===== src/rtl/alu_if.sv =====
// Operand/result bundle between the datapath controller and the ALU.
// The master drives operands and opcode; the ALU returns registered results and flags.
interface alu_if #(
    parameter int WIDTH = 16
);
    logic [WIDTH-1:0] a;
    logic [WIDTH-1:0] b;
    logic [7:0]       op;
    logic             cf;
    logic [WIDTH-1:0] acc;
    logic [WIDTH-1:0] c;
    logic             c_flag;
    logic             o_flag;
    logic             z_flag;

    modport master (
        output a, b, op, cf,
        input  acc, c, c_flag, o_flag, z_flag
    );

    modport slave (
        input  a, b, op, cf,
        output acc, c, c_flag, o_flag, z_flag
    );
endinterface


===== src/rtl/alu.sv =====
// Registered arithmetic/logic unit: one op per cycle, results and flags one edge after sampling.
// NOP, CMP and undefined opcodes leave the result registers untouched.
module alu #(
    parameter int WIDTH = 16
) (
    input logic  clk,
    input logic  rst_n,
    alu_if.slave bus
);
    localparam int SHW = $clog2(WIDTH);
    localparam logic [WIDTH-1:0] ONE = WIDTH'(1);

    typedef enum logic [7:0] {
        OP_NOP = 8'h00,
        OP_ADD = 8'h01,
        OP_ADC = 8'h02,
        OP_SUB = 8'h03,
        OP_SBB = 8'h04,
        OP_MUL = 8'h05,
        OP_DIV = 8'h06,
        OP_AND = 8'h07,
        OP_OR  = 8'h08,
        OP_XOR = 8'h09,
        OP_NOT = 8'h0A,
        OP_SHL = 8'h0B,
        OP_SHR = 8'h0C,
        OP_SAR = 8'h0D,
        OP_INC = 8'h0E,
        OP_DEC = 8'h0F,
        OP_CMP = 8'h10,
        OP_NEG = 8'h11
    } op_e;

    logic [WIDTH-1:0]   as_x;
    logic [WIDTH-1:0]   as_y;
    logic               as_ci;
    logic               as_sub;
    logic [WIDTH:0]     as_raw;
    logic [WIDTH-1:0]   as_res;
    logic               as_carry;
    logic               as_ovf;

    logic [2*WIDTH-1:0] product;
    logic [WIDTH-1:0]   quotient;
    logic [WIDTH-1:0]   remainder;
    logic [SHW-1:0]     amt;
    logic [WIDTH:0]     shl_raw;
    logic [WIDTH:0]     shr_raw;
    logic [WIDTH:0]     sar_raw;

    logic [WIDTH-1:0]   next_acc;
    logic [WIDTH-1:0]   next_c;
    logic               next_cf;
    logic               next_of;
    logic               next_zf;

    // All add/subtract-family ops share one adder; NEG is 0 - a so its borrow means a != 0.
    always_comb begin
        as_x   = bus.a;
        as_y   = bus.b;
        as_ci  = 1'b0;
        as_sub = 1'b0;
        case (bus.op)
            OP_ADC:         as_ci = bus.cf;
            OP_SUB, OP_CMP: as_sub = 1'b1;
            OP_SBB: begin
                as_sub = 1'b1;
                as_ci  = bus.cf;
            end
            OP_INC:         as_y = ONE;
            OP_DEC: begin
                as_y   = ONE;
                as_sub = 1'b1;
            end
            OP_NEG: begin
                as_x   = '0;
                as_y   = bus.a;
                as_sub = 1'b1;
            end
            default: ;
        endcase
    end

    always_comb begin
        if (as_sub) begin
            as_raw = {1'b0, as_x} - {1'b0, as_y} - {{WIDTH{1'b0}}, as_ci};
        end else begin
            as_raw = {1'b0, as_x} + {1'b0, as_y} + {{WIDTH{1'b0}}, as_ci};
        end
        as_res   = as_raw[WIDTH-1:0];
        as_carry = as_raw[WIDTH];
        if (as_sub) begin
            as_ovf = (as_x[WIDTH-1] != as_y[WIDTH-1]) && (as_res[WIDTH-1] != as_x[WIDTH-1]);
        end else begin
            as_ovf = (as_x[WIDTH-1] == as_y[WIDTH-1]) && (as_res[WIDTH-1] != as_x[WIDTH-1]);
        end
    end

    // Shifts run one bit wider so the last bit shifted out lands in the extra position.
    always_comb begin
        amt       = bus.b[SHW-1:0];
        product   = {{WIDTH{1'b0}}, bus.a} * {{WIDTH{1'b0}}, bus.b};
        quotient  = (bus.b == '0) ? '1 : bus.a / bus.b;
        remainder = (bus.b == '0) ? bus.a : bus.a % bus.b;
        shl_raw   = {1'b0, bus.a} << amt;
        shr_raw   = {bus.a, 1'b0} >> amt;
        sar_raw   = $signed({bus.a, 1'b0}) >>> amt;
    end

    always_comb begin
        next_acc = bus.acc;
        next_c   = bus.c;
        next_cf  = bus.c_flag;
        next_of  = bus.o_flag;
        next_zf  = bus.z_flag;
        case (bus.op)
            OP_ADD, OP_ADC, OP_SUB, OP_SBB, OP_INC, OP_DEC, OP_NEG: begin
                next_acc = as_res;
                next_c   = '0;
                next_cf  = as_carry;
                next_of  = as_ovf;
                next_zf  = (as_res == '0);
            end
            OP_CMP: begin
                next_cf = as_carry;
                next_of = as_ovf;
                next_zf = (as_res == '0);
            end
            OP_MUL: begin
                next_acc = product[WIDTH-1:0];
                next_c   = product[2*WIDTH-1:WIDTH];
                next_cf  = |product[2*WIDTH-1:WIDTH];
                next_of  = |product[2*WIDTH-1:WIDTH];
                next_zf  = (product[WIDTH-1:0] == '0);
            end
            OP_DIV: begin
                next_acc = quotient;
                next_c   = remainder;
                next_cf  = (bus.b == '0);
                next_of  = 1'b0;
                next_zf  = (bus.b != '0) && (quotient == '0);
            end
            OP_AND, OP_OR, OP_XOR, OP_NOT: begin
                case (bus.op)
                    OP_AND:  next_acc = bus.a & bus.b;
                    OP_OR:   next_acc = bus.a | bus.b;
                    OP_XOR:  next_acc = bus.a ^ bus.b;
                    default: next_acc = ~bus.a;
                endcase
                next_c  = '0;
                next_cf = 1'b0;
                next_of = 1'b0;
                next_zf = (next_acc == '0);
            end
            OP_SHL: begin
                next_acc = shl_raw[WIDTH-1:0];
                next_c   = '0;
                next_cf  = shl_raw[WIDTH];
                next_of  = 1'b0;
                next_zf  = (shl_raw[WIDTH-1:0] == '0);
            end
            OP_SHR: begin
                next_acc = shr_raw[WIDTH:1];
                next_c   = '0;
                next_cf  = shr_raw[0];
                next_of  = 1'b0;
                next_zf  = (shr_raw[WIDTH:1] == '0);
            end
            OP_SAR: begin
                next_acc = sar_raw[WIDTH:1];
                next_c   = '0;
                next_cf  = sar_raw[0];
                next_of  = 1'b0;
                next_zf  = (sar_raw[WIDTH:1] == '0);
            end
            default: ;
        endcase
    end

    always_ff @(posedge clk or negedge rst_n) begin
        if (!rst_n) begin
            bus.acc    <= '0;
            bus.c      <= '0;
            bus.c_flag <= 1'b0;
            bus.o_flag <= 1'b0;
            bus.z_flag <= 1'b0;
        end else begin
            bus.acc    <= next_acc;
            bus.c      <= next_c;
            bus.c_flag <= next_cf;
            bus.o_flag <= next_of;
            bus.z_flag <= next_zf;
        end
    end
endmodule


===== src/flat_wrapper.sv =====
// flat-port wrapper written by rule: the top's interface ports become plain ports
module alu_flat 
#(
    parameter int WIDTH = 16
)
  (clk, rst_n, bus_a, bus_b, bus_op, bus_cf, bus_acc, bus_c, bus_c_flag, bus_o_flag, bus_z_flag);
  alu_if #(.WIDTH(WIDTH)) bus_i ();
  input logic clk;
  input logic rst_n;
  input wire logic [$bits(bus_i.a)-1:0] bus_a;
  input wire logic [$bits(bus_i.b)-1:0] bus_b;
  input wire logic [$bits(bus_i.op)-1:0] bus_op;
  input wire logic [$bits(bus_i.cf)-1:0] bus_cf;
  output wire logic [$bits(bus_i.acc)-1:0] bus_acc;
  output wire logic [$bits(bus_i.c)-1:0] bus_c;
  output wire logic [$bits(bus_i.c_flag)-1:0] bus_c_flag;
  output wire logic [$bits(bus_i.o_flag)-1:0] bus_o_flag;
  output wire logic [$bits(bus_i.z_flag)-1:0] bus_z_flag;
  assign bus_i.a = bus_a;
  assign bus_i.b = bus_b;
  assign bus_i.op = bus_op;
  assign bus_i.cf = bus_cf;
  assign bus_acc = bus_i.acc;
  assign bus_c = bus_i.c;
  assign bus_c_flag = bus_i.c_flag;
  assign bus_o_flag = bus_i.o_flag;
  assign bus_z_flag = bus_i.z_flag;
  alu #(.WIDTH(WIDTH)) u_core (.clk(clk), .rst_n(rst_n), .bus(bus_i));
endmodule

===== config.mk =====
export PLATFORM = sky130hd
export DESIGN_NAME = alu_flat
export DESIGN_NICKNAME = d
export VERILOG_FILES = /design/src/rtl/alu_if.sv /design/src/rtl/alu.sv /design/src/flat_wrapper.sv
export SDC_FILE = /design/constraint.sdc
export NUM_CORES = 1
export LEC_CHECK = 0
export BUFFER_PORTS_ARGS = -buffer_cell sky130_fd_sc_hd__clkbuf_2
export CAP_MARGIN = 25
export CORE_MARGIN = 3
export CORE_UTILIZATION = 60
export CTS_CLUSTER_SIZE = 40
export DETAILED_ROUTE_END_ITERATION = 8
export GPL_TIMING_DRIVEN = 1
export PLACE_DENSITY = 0.81
export SLEW_MARGIN = 40
export SYNTH_ARGS = -nofsm -noshare
export SYNTH_HDL_FRONTEND = slang
export SYNTH_SLANG_ARGS = --single-unit
export TNS_END_PERCENT = 50

===== constraint.sdc =====
create_clock -name clk -period 1.3 [get_ports clk]
set_input_delay 0.26 -clock clk [delete_from_list [all_inputs] [get_ports clk]]
set_output_delay 0.26 -clock clk [all_outputs]
set_load 0.1 [all_outputs]

==> summary.txt, run 1 <==
Total gr overflow = 1542
Max clock buf depth = 2
Failed at = global routing
Post-synth EDFFs = 0
GRT Util Overall = 0.942
Post-synth top area cell = ha_1
Outcome = did not finish
Synth cell types = 89
Seq/Total Area, Yosys = 0.0376
PortBufs = 77
Yosys warns = 0
Initial Util = 0.614
First-pass GRT wire length = 301 mm
# rows = 71
TritonCTS buffer count = 5
Vias in the first global route = 44609
Async S/R FF share, synth = 1.00
Synth Flop Type = dfrtp_1
Largest cells by area after synthesis = ha_1 (17%), fa_1 (17%), nand2_1 (5.8%)
Clock sink count = 35
Detailed placer's ending HPWL = 91.8 mm
Syn_area_per_cell = 7.45 um2
IO Count = 78
Gpl congestion = 1.26
Htree depth = 2
Largest net degree at the start of global routing = 52
Root Driver = clkbuf_16
Synthesized area = 0.0233 mm2
Die height = 203 um
Cells after synthesis = 3128
Die width = 203 um
FF+latch count, synth = 35
Synth top area share = 0.172
Post-Syn Nets = 3690
Run Error = [ERROR GRT-0116] Global routing finished with congestion. Check the congestion regions in the DRC Viewer.
[layer usage]
layer / overflow / GRT usage
met1: 86 / 0.890
met5: 16 / 0.687
met2: 937 / 1.07
met4: 400 / 0.986
met3: 103 / 0.860
[what timing repair did]
action,4_1_cts
endpoints found under the setup margin,35
gates cloned,4
hold endpoints to repair,13
hold buffers,1
pin swaps,150
buffers inserted,133
gates resized for setup,251
[synthesized netlist by cell type (49+ instances only)]
master and instances:
a21o_1 53, o21a_1 49, inv_1 345, ha_1 320, fa_1 199, nand2_1 360, nand3_1 56, nor2_1 302
nor3_1 89, a21oi_1 184, clkbuf_1 128, xnor2_1 85, o21ai_0 171
[cell families after synthesis]
kind of cell / share of synthesized area
AND/OR/NAND/NOR: 0.203
multiplexers: 0.0427
AO/OA/AOI/OAI: 0.242
flip-flops: 0.0376
XOR/XNOR: 0.0489
buffers and inverters: 0.0828
adder cells (fa/ha/maj): 0.343
[per-stage QoR]
step | area [um2] | TNS (ns) | std cells | setup WS, ns | utilization
after global placement | 32400 | -561.02 | 4532 | -22.00 | 0.854
after detailed placement | 32400 | -616.91 | 4532 | -24.39 | 0.854
after floorplan | 24200 | -547.04 | 3128 | -21.65 | -
after CTS | 34800 | -565.31 | 4677 | -22.31 | 0.917
==> run 2: changes to the inputs <==
--- a/config.mk
+++ b/config.mk
@@ -8,11 +8,10 @@
 export BUFFER_PORTS_ARGS = -buffer_cell sky130_fd_sc_hd__clkbuf_2
 export CAP_MARGIN = 25
 export CORE_MARGIN = 3
-export CORE_UTILIZATION = 60
-export CTS_CLUSTER_SIZE = 40
+export CORE_UTILIZATION = 40
 export DETAILED_ROUTE_END_ITERATION = 8
 export GPL_TIMING_DRIVEN = 1
-export PLACE_DENSITY = 0.81
+export PLACE_DENSITY_LB_ADDON = 0.15
 export SLEW_MARGIN = 40
 export SYNTH_ARGS = -nofsm -noshare
 export SYNTH_HDL_FRONTEND = slang
==> constraint.sdc (replaced) <==
create_clock -name clk -period 1.7 [get_ports clk]
set_input_delay 0.34 -clock clk [delete_from_list [all_inputs] [get_ports clk]]
set_output_delay 0.34 -clock clk [all_outputs]
set_load 0.1 [all_outputs]
==> run 2 against run 1 <==
Compared with the run above: the flow now finishes, with violations (negative setup slack); area after synthesis is the same; synthesized cell count unchanged.
==> summary.txt, run 2 <==
Outcome = finished, violations left (was did not finish)
Violated checks = negative setup slack
Synth top area share = 0.172 (unchanged)
Final Worst Setup Slack = -22.39 ns
Leak = 0.0179 uW
Hold crit path type = in2async
# rows = 87 (was 71)
Worst EP arrival = 24.30 ns
First-pass GRT wire length = 179 mm
Final Skew = 0 ns
Initial Util = 0.408 (was 0.614)
Kind of critical path = in2reg
Post-Syn Nets = 3690 (unchanged)
Maximum vdd drop = 2.47 mV
Layout area overhead = 55.4%
Average routed wire per standard cell = 23.7 um
Slew HR = 0.396
Largest net degree at the start of global routing = 54
Clock sink count = 35 (unchanged)
Placed instance area = 0.0327 mm2 (was 0.0324 mm2)
FF-to-FF setup slack = 0.10 ns
Max Fclk = 0.0415 GHz
CP dominant cell by count = buf_6
Final hold vios = 0
Most common cell after layout, fill and taps aside = buf_4
Die width = 247 um (was 203 um)
Die height = 247 um (was 203 um)
Synthesized area = 0.0233 mm2 (unchanged)
Post-synth top area cell = ha_1 (unchanged)
Worst-path clk slew = 0.06 ns
Detail Route Antenna Nets = 0
CP peak stage delay = 0.58 ns
Synth Flop Type = dfrtp_1 (unchanged)
Crit path max fanout = 6
Async S/R FF share, synth = 1.00 (unchanged)
Root Driver = clkbuf_16 (unchanged)
Fillers = 5090
Post-synth EDFFs = 0 (unchanged)
Core area = 0.0570 mm2
Total gr overflow = 0
Share of layout cells above drive strength 1 = 0.402
IO Count = 78 (unchanged)
Largest cells by area after synthesis = ha_1 (17%), fa_1 (17%), nand2_1 (5.8%) (unchanged)
RSZ-0062 raised after global routing = yes
Fin crit share = 14.2
Clock Latency Late Sink = 0.28 ns
Antenna violations before repair = 2
Worst Path Required = 1.91 ns
Yosys warns = 0 (unchanged)
Synth cell types = 89 (unchanged)
Drt total wl = 120 mm
# setup viols final = 35
TritonCTS clock tree = yes
Cells after synthesis = 3128 (unchanged)
Cts hold-fix bufs = 0 (was 1)
Regs by FF count = u_core.bus.acc x16, u_core.bus.c x16
Top-count cell post-synth = nand2_1 (unchanged)
Vias/cell = 5.85
Commonest cells post-synth = nand2_1 (360), inv_1 (345), ha_1 (320) (unchanged)
Top Metal Used = met5
GRT Util Overall = 0.382
Residual DRC count = 0
Inserted Diodes = 0
Met2 WL = 54.0 mm
TritonCTS buffer count = 5 (unchanged)
Worst-Margin Slew = 0.906 ns
PortBufs = 77 (unchanged)
Drt pass-1 iters = 9
CP Capture Type = flop
Crit start category = primary input
Design Area, Final = 0.0362 mm2
Max clock buf depth = 2 (unchanged)
Metal1 wirelength = 48.7 mm
Met3 Wirelength = 9.26 mm
Detailed placer's ending HPWL = 90.8 mm (was 91.8 mm)
Max-slew violation count = 0
Gpl congestion = 1.04 (was 1.26)
Htree depth = 2 (unchanged)
Final Net Count = 4850
CP max-delay cell = or4_4
Syn_area_per_cell = 7.45 um2 (unchanged)
DRT iter0 DRCs = 2450
WHS = 0.110 ns
Place WS = -23.60 ns (was -24.39 ns)
Routed vias = 29495
Design Power = 53500 uW
Commonest non-fill, non-tap cells in the layout = buf_4 (1181), nand2_1 (340), inv_1 (339)
Area of the die = 0.0612 mm2
Vias in the first global route = 30502
Max Cap Viol = 0
FF+latch count, synth = 35 (unchanged)
Seq/Total Area, Yosys = 0.0376 (unchanged)
Crit path time final = 24.09 ns
Pwr per Cell Area = 1480 mW/mm2
[run 2: stage by stage]
step,util,setup TNS [ns],instances
after global routing,0.635,-591.86,5045
after floorplan,-,-535.84,3128
after detailed placement,0.574,-596.11,4856
final,0.635,-566.92,5045
after CTS,0.618,-553.61,5011
after global placement,0.574,-584.62,4856
[run 2: area by class of cell]
| class | instances | area [um2] | share of cell area |
|---|---|---|---|
| Clock buffer | 7 | 153 | 0.00422 |
| Tap cell | 756 | 946 | 0.0261 |
| Sequential cell | 35 | 876 | 0.0242 |
| Timing Repair Buffer | 1309 | 9950 | 0.275 |
| Multi-Input combinational cell | 2583 | 22900 | 0.634 |
| Inverter | 354 | 1330 | 0.0368 |
| Clock inverter | 1 | 7.51 | 0.000207 |
[run 2: worst paths after layout]
| path | startpoint | to | depth (start not counted) |
|---|---|---|---|
| hold / removal | rst_n | u_core.bus.acc[5]$_DFFE_PN0P_ | 2 |
| min in group clk | u_core.bus.acc[9]$_DFFE_PN0P_ | u_core.bus.acc[9]$_DFFE_PN0P_ | 1 |
| hold reg to reg | u_core.bus.acc[9]$_DFFE_PN0P_ | u_core.bus.acc[9]$_DFFE_PN0P_ | 1 |
| setup reg to reg | u_core.bus.z_flag$_DFFE_PN0P_ | u_core.bus.z_flag$_DFFE_PN0P_ | 6 |
| setup / recovery | bus_b[10] | u_core.bus.c[11]$_DFFE_PN0P_ | 123 |
| max in group asynchronous | rst_n | u_core.bus.c[7]$_DFFE_PN0P_ | 2 |
[run 2: where the power goes]
| part | total (uW) | switching (uW) | internal, uW |
|---|---|---|---|
| clock | 998 | 374 | 624 |
| combinational | 51000 | 27100 | 23900 |
| sequential | 1480 | 350 | 1130 |
[run 2: worst max-delay path, delay by kind of cell]
family	cells	cell delay, ns
mux	4	1.16
fa+ha+maj	15	4.03
simple gates	27	4.47
compound gates	60	11.98
buf+inv	17	2.28
[run 2: cells by family (layout without fill, tap and decap cells)]
| group | count (synthesis) | count (layout) | synth area share |
|---|---|---|---|
| and+or+nand+nor | 1029 | 1030 | 0.203 |
| AOI/OAI and AO/OA | 836 | 836 | 0.242 |
| adders and majority gates | 519 | 519 | 0.343 |
| buffers and inverters | 511 | 1671 | 0.0828 |
| xor gates and xnor gates | 130 | 130 | 0.0489 |
| muxes | 68 | 68 | 0.0427 |
| DFF | 35 | 35 | 0.0376 |
[run 2: timing repair]
action,4_1_cts,5_1_grt
hold endpoints to repair,0,0
pin swaps,143,159
gates resized for setup,242,156
buffers inserted,148,40
cloned,1,0
endpoints found under the setup margin,35,35
[run 2: layer usage]
metal	vias up	track usage
li1	13328	-
met3	422	0.0646
met5	-	0
met1	14394	0.483
met2	1347	0.629
met4	4	0.194
Power figures use the tool's default switching activity.
==> run 3: changes to the inputs <==
--- a/config.mk
+++ b/config.mk
@@ -5,6 +5,7 @@
 export SDC_FILE = /design/constraint.sdc
 export NUM_CORES = 1
 export LEC_CHECK = 0
+export ABC_AREA = 1
 export BUFFER_PORTS_ARGS = -buffer_cell sky130_fd_sc_hd__clkbuf_2
 export CAP_MARGIN = 25
 export CORE_MARGIN = 3
==> run 3 against run 2 <==
Compared with the run above: the flow still finishes with violations (negative setup slack); cell count up 11%; power rose by 0.25%; first-iteration DRC count is 19% lower; non-clock buffer count is 89 higher; combinational power barely moved; count of clock-buffer cells in the layout decreased by 2; die area fell by 0.18%; largest cell class unchanged.
==> summary.txt, run 3 <==
Fin crit share = 13.1 (was 14.2)
RSZ-0062 raised after global routing = yes (unchanged)
Htree depth = 2 (unchanged)
Crit path time final = 22.21 ns (was 24.09 ns)
Origin of the critical flop-to-flop path = u_core.bus.c[4]$_DFFE_PN0P_ (was u_core.bus.z_flag$_DFFE_PN0P_)
IO Count = 78 (unchanged)
Design Power = 53600 uW (was 53500 uW)
Cells after synthesis = 3568 (was 3128)
Gpl congestion = 1.04 (about the same)
Hold crit path type = in2async (unchanged)
TritonCTS clock tree = yes (unchanged)
# rows = 87 (unchanged)
Most common cell after layout, fill and taps aside = buf_4 (unchanged)
Clock Latency Late Sink = 0.29 ns (was 0.28 ns)
Seq/Total Area, Yosys = 0.0377 (was 0.0376)
Worst-Margin Slew = 0.724 ns (was 0.906 ns)
Root Driver = clkbuf_16 (unchanged)
Commonest cells post-synth = nand2_1 (885), inv_1 (676), ha_1 (320) (was nand2_1 (360), inv_1 (345), ha_1 (320))
Final TNS setup = -516.30 ns (was -566.92 ns)
FF+latch count, synth = 35 (unchanged)
Routed vias = 29272 (was 29495)
Vias in the first global route = 29081 (was 30502)
CP peak stage delay = 0.36 ns (was 0.58 ns)
R2r worst-path depth = 2 (was 6)
Synth top area share = 0.172 (about the same)
# setup viols final = 35 (unchanged)
Cts hold-fix bufs = 0 (unchanged)
Storage element area = 876 um2 (unchanged)
CP dominant cell by count = nand2_2 (was buf_6)
Syn_area_per_cell = 6.52 um2 (was 7.45 um2)
Crit start category = primary input (unchanged)
Max Cap Viol = 0 (unchanged)
Async S/R FF share, synth = 1.00 (unchanged)
Kind of critical path = in2reg (unchanged)
Detail Route Antenna Nets = 0 (unchanged)
Crit path max fanout = 8 (was 6)
Worst Path Required = 1.95 ns (was 1.91 ns)
Largest net degree at the start of global routing = 51 (was 54)
PortBufs = 77 (unchanged)
TritonCTS buffer count = 5 (unchanged)
Antenna violations before repair = 3 (was 2)
Synth Flop Type = dfrtp_1 (unchanged)
FF-to-FF setup slack = 0.87 ns (was 0.10 ns)
Maximum vdd drop = 2.95 mV (was 2.47 mV)
Worst-path clk slew = 0.07 ns (was 0.06 ns)
Top-count cell post-synth = nand2_1 (unchanged)
Share of layout cells above drive strength 1 = 0.421 (was 0.402)
Fillers = 4845 (was 5090)
Fin cells = 5604 (was 5045)
Max-slew violation count = 0 (unchanged)
Total gr overflow = 0 (unchanged)
Post-Syn Nets = 4130 (was 3690)
Die height = 247 um (about the same)
Initial Util = 0.408 (about the same)
Area of the multi-input gates = 0.0222 mm2 (was 0.0229 mm2)
CP Capture Type = flop (unchanged)
Die width = 247 um (about the same)
Final Worst Setup Slack = -20.51 ns (was -22.39 ns)
Regs by FF count = u_core.bus.acc x16, u_core.bus.c x16 (unchanged)
Core area = 0.0569 mm2 (was 0.0570 mm2)
Final Net Count = 5408 (was 4850)
Yosys warns = 0 (unchanged)
Placed Cells = 5340 (was 4856)
Drt pass-1 iters = 6 (was 9)
Pwr per Cell Area = 1430 mW/mm2 (was 1480 mW/mm2)
Post-synth EDFFs = 0 (unchanged)
Layout area overhead = 61.2% (was 55.4%)
Synth cell types = 72 (was 89)
Leak = 0.0203 uW (was 0.0179 uW)
Commonest non-fill, non-tap cells in the layout = buf_4 (1281), nand2_1 (740), inv_1 (624) (was buf_4 (1181), nand2_1 (340), inv_1 (339))
Violated checks = negative setup slack (unchanged)
Worst EP arrival = 22.46 ns (was 24.30 ns)
Drt total wl = 104 mm (was 120 mm)
Detailed placer's ending HPWL = 78.1 mm (was 90.8 mm)
CP max-delay cell = o41ai_2 (was or4_4)
Vias/cell = 5.22 (was 5.85)
Slew HR = 0.517 (was 0.396)
Post-synth top area cell = ha_1 (unchanged)
Final Skew = 0 ns (unchanged)
Synthesized area = 0.0232 mm2 (was 0.0233 mm2)
Final hold vios = 0 (unchanged)
Average routed wire per standard cell = 18.6 um (was 23.7 um)
Clock sink count = 35 (unchanged)
Outcome = finished, violations left (unchanged)
Max clock buf depth = 2 (unchanged)
Max Fclk = 0.0450 GHz (was 0.0415 GHz)
Largest cells by area after synthesis = ha_1 (17%), fa_1 (17%), nand2_1 (14%) (was ha_1 (17%), fa_1 (17%), nand2_1 (5.8%))
Area of the die = 0.0611 mm2 (was 0.0612 mm2)
Residual DRC count = 0 (unchanged)
First-pass GRT wire length = 156 mm (was 179 mm)
DRT iter0 DRCs = 1973 (was 2450)
GRT Util Overall = 0.327 (was 0.382)
R2R Path End = u_core.bus.c[4]$_DFFE_PN0P_ (was u_core.bus.z_flag$_DFFE_PN0P_)
## run 3: cell families (layout without fill, tap and decap cells)
group	count (synthesis)	after routing	synth area share
compound gates	612	612	0.158
xor+xnor	104	104	0.0392
fa+ha+maj	519	519	0.344
buf+inv	830	2109	0.138
flops	35	35	0.0377
mux	5	5	0.00215
other cells	0	1	0
simple gates	1463	1463	0.282
## run 3: area by class of cell
type / count / share of cell area
Multi-Input combinational cell: 2703 / 0.591
Tap cell: 756 / 0.0252
Sequential cell: 35 / 0.0234
Timing Repair inverter: 3 / 0.000768
Antenna cell: 1 / 0.0000668
Timing Repair Buffer: 1398 / 0.282
Inverter: 700 / 0.0727
Clock buffer: 5 / 0.00334
Clock inverter: 3 / 0.00117
## run 3: timing repair
item	in CTS	in global routing
gates cloned	4	0
gates resized for setup	275	286
endpoints found under the hold margin	0	0
setup buffers	202	64
pin swaps	213	234
setup endpoints to repair	35	35
## run 3: worst max-delay path by stage
stage / to / cells past startpoint / from
5_1_grt: u_core.bus.c[15]$_DFFE_PN0P_ / 187 / bus_b[0]
6_report: u_core.bus.z_flag$_DFFE_PN0P_ / 182 / bus_b[0]
3_5_place_dp: u_core.bus.c[15]$_DFFE_PN0P_ / 185 / bus_b[0]
3_3_place_gp: u_core.bus.c[15]$_DFFE_PN0P_ / 184 / bus_b[0]
2_1_floorplan: u_core.bus.c[15]$_DFFE_PN0P_ / 191 / bus_b[0]
4_1_cts: u_core.bus.c[14]$_DFFE_PN0P_ / 197 / bus_b[0]
## run 3: critical path, delay by kind of cell
family	cells	cell delay, ns
AOI/OAI and AO/OA	27	4.06
buffers and inverters	31	2.85
and+or+nand+nor	108	10.78
adders and majority gates	16	4.28
## run 3: through the flow
| step | util | cell area (um2) | hold slack, ns | setup WS (ns) |
|---|---|---|---|---|
| global route | 0.658 | 37500 | 0.140 | -21.74 |
| finish | 0.658 | 37500 | 0.0991 | -20.51 |
| global placement | 0.577 | 32800 | 0.427 | -20.70 |
| floorplan | - | 24100 | 0.0444 | -19.28 |
| detailed placement | 0.577 | 32800 | 0.421 | -21.04 |
| CTS | 0.628 | 35800 | 0.104 | -19.60 |
## run 3: per-layer routing
metal | up-vias | GRT usage | routed length [um]
met5 | - | 0 | 12
met4 | 2 | 0.152 | 6610
met3 | 343 | 0.0421 | 6930
met2 | 1096 | 0.556 | 48400
met1 | 13788 | 0.411 | 42400
li1 | 14043 | - | -
## run 3: power breakdown
part	leakage, uW	switching [uW]	internal (uW)	total [uW]
Combinational	0.0198	26600	24400	51000
Clock	0.0000838	413	692	1110
Sequential	0.000417	306	1190	1500
Total	0.0203	27300	26300	53600
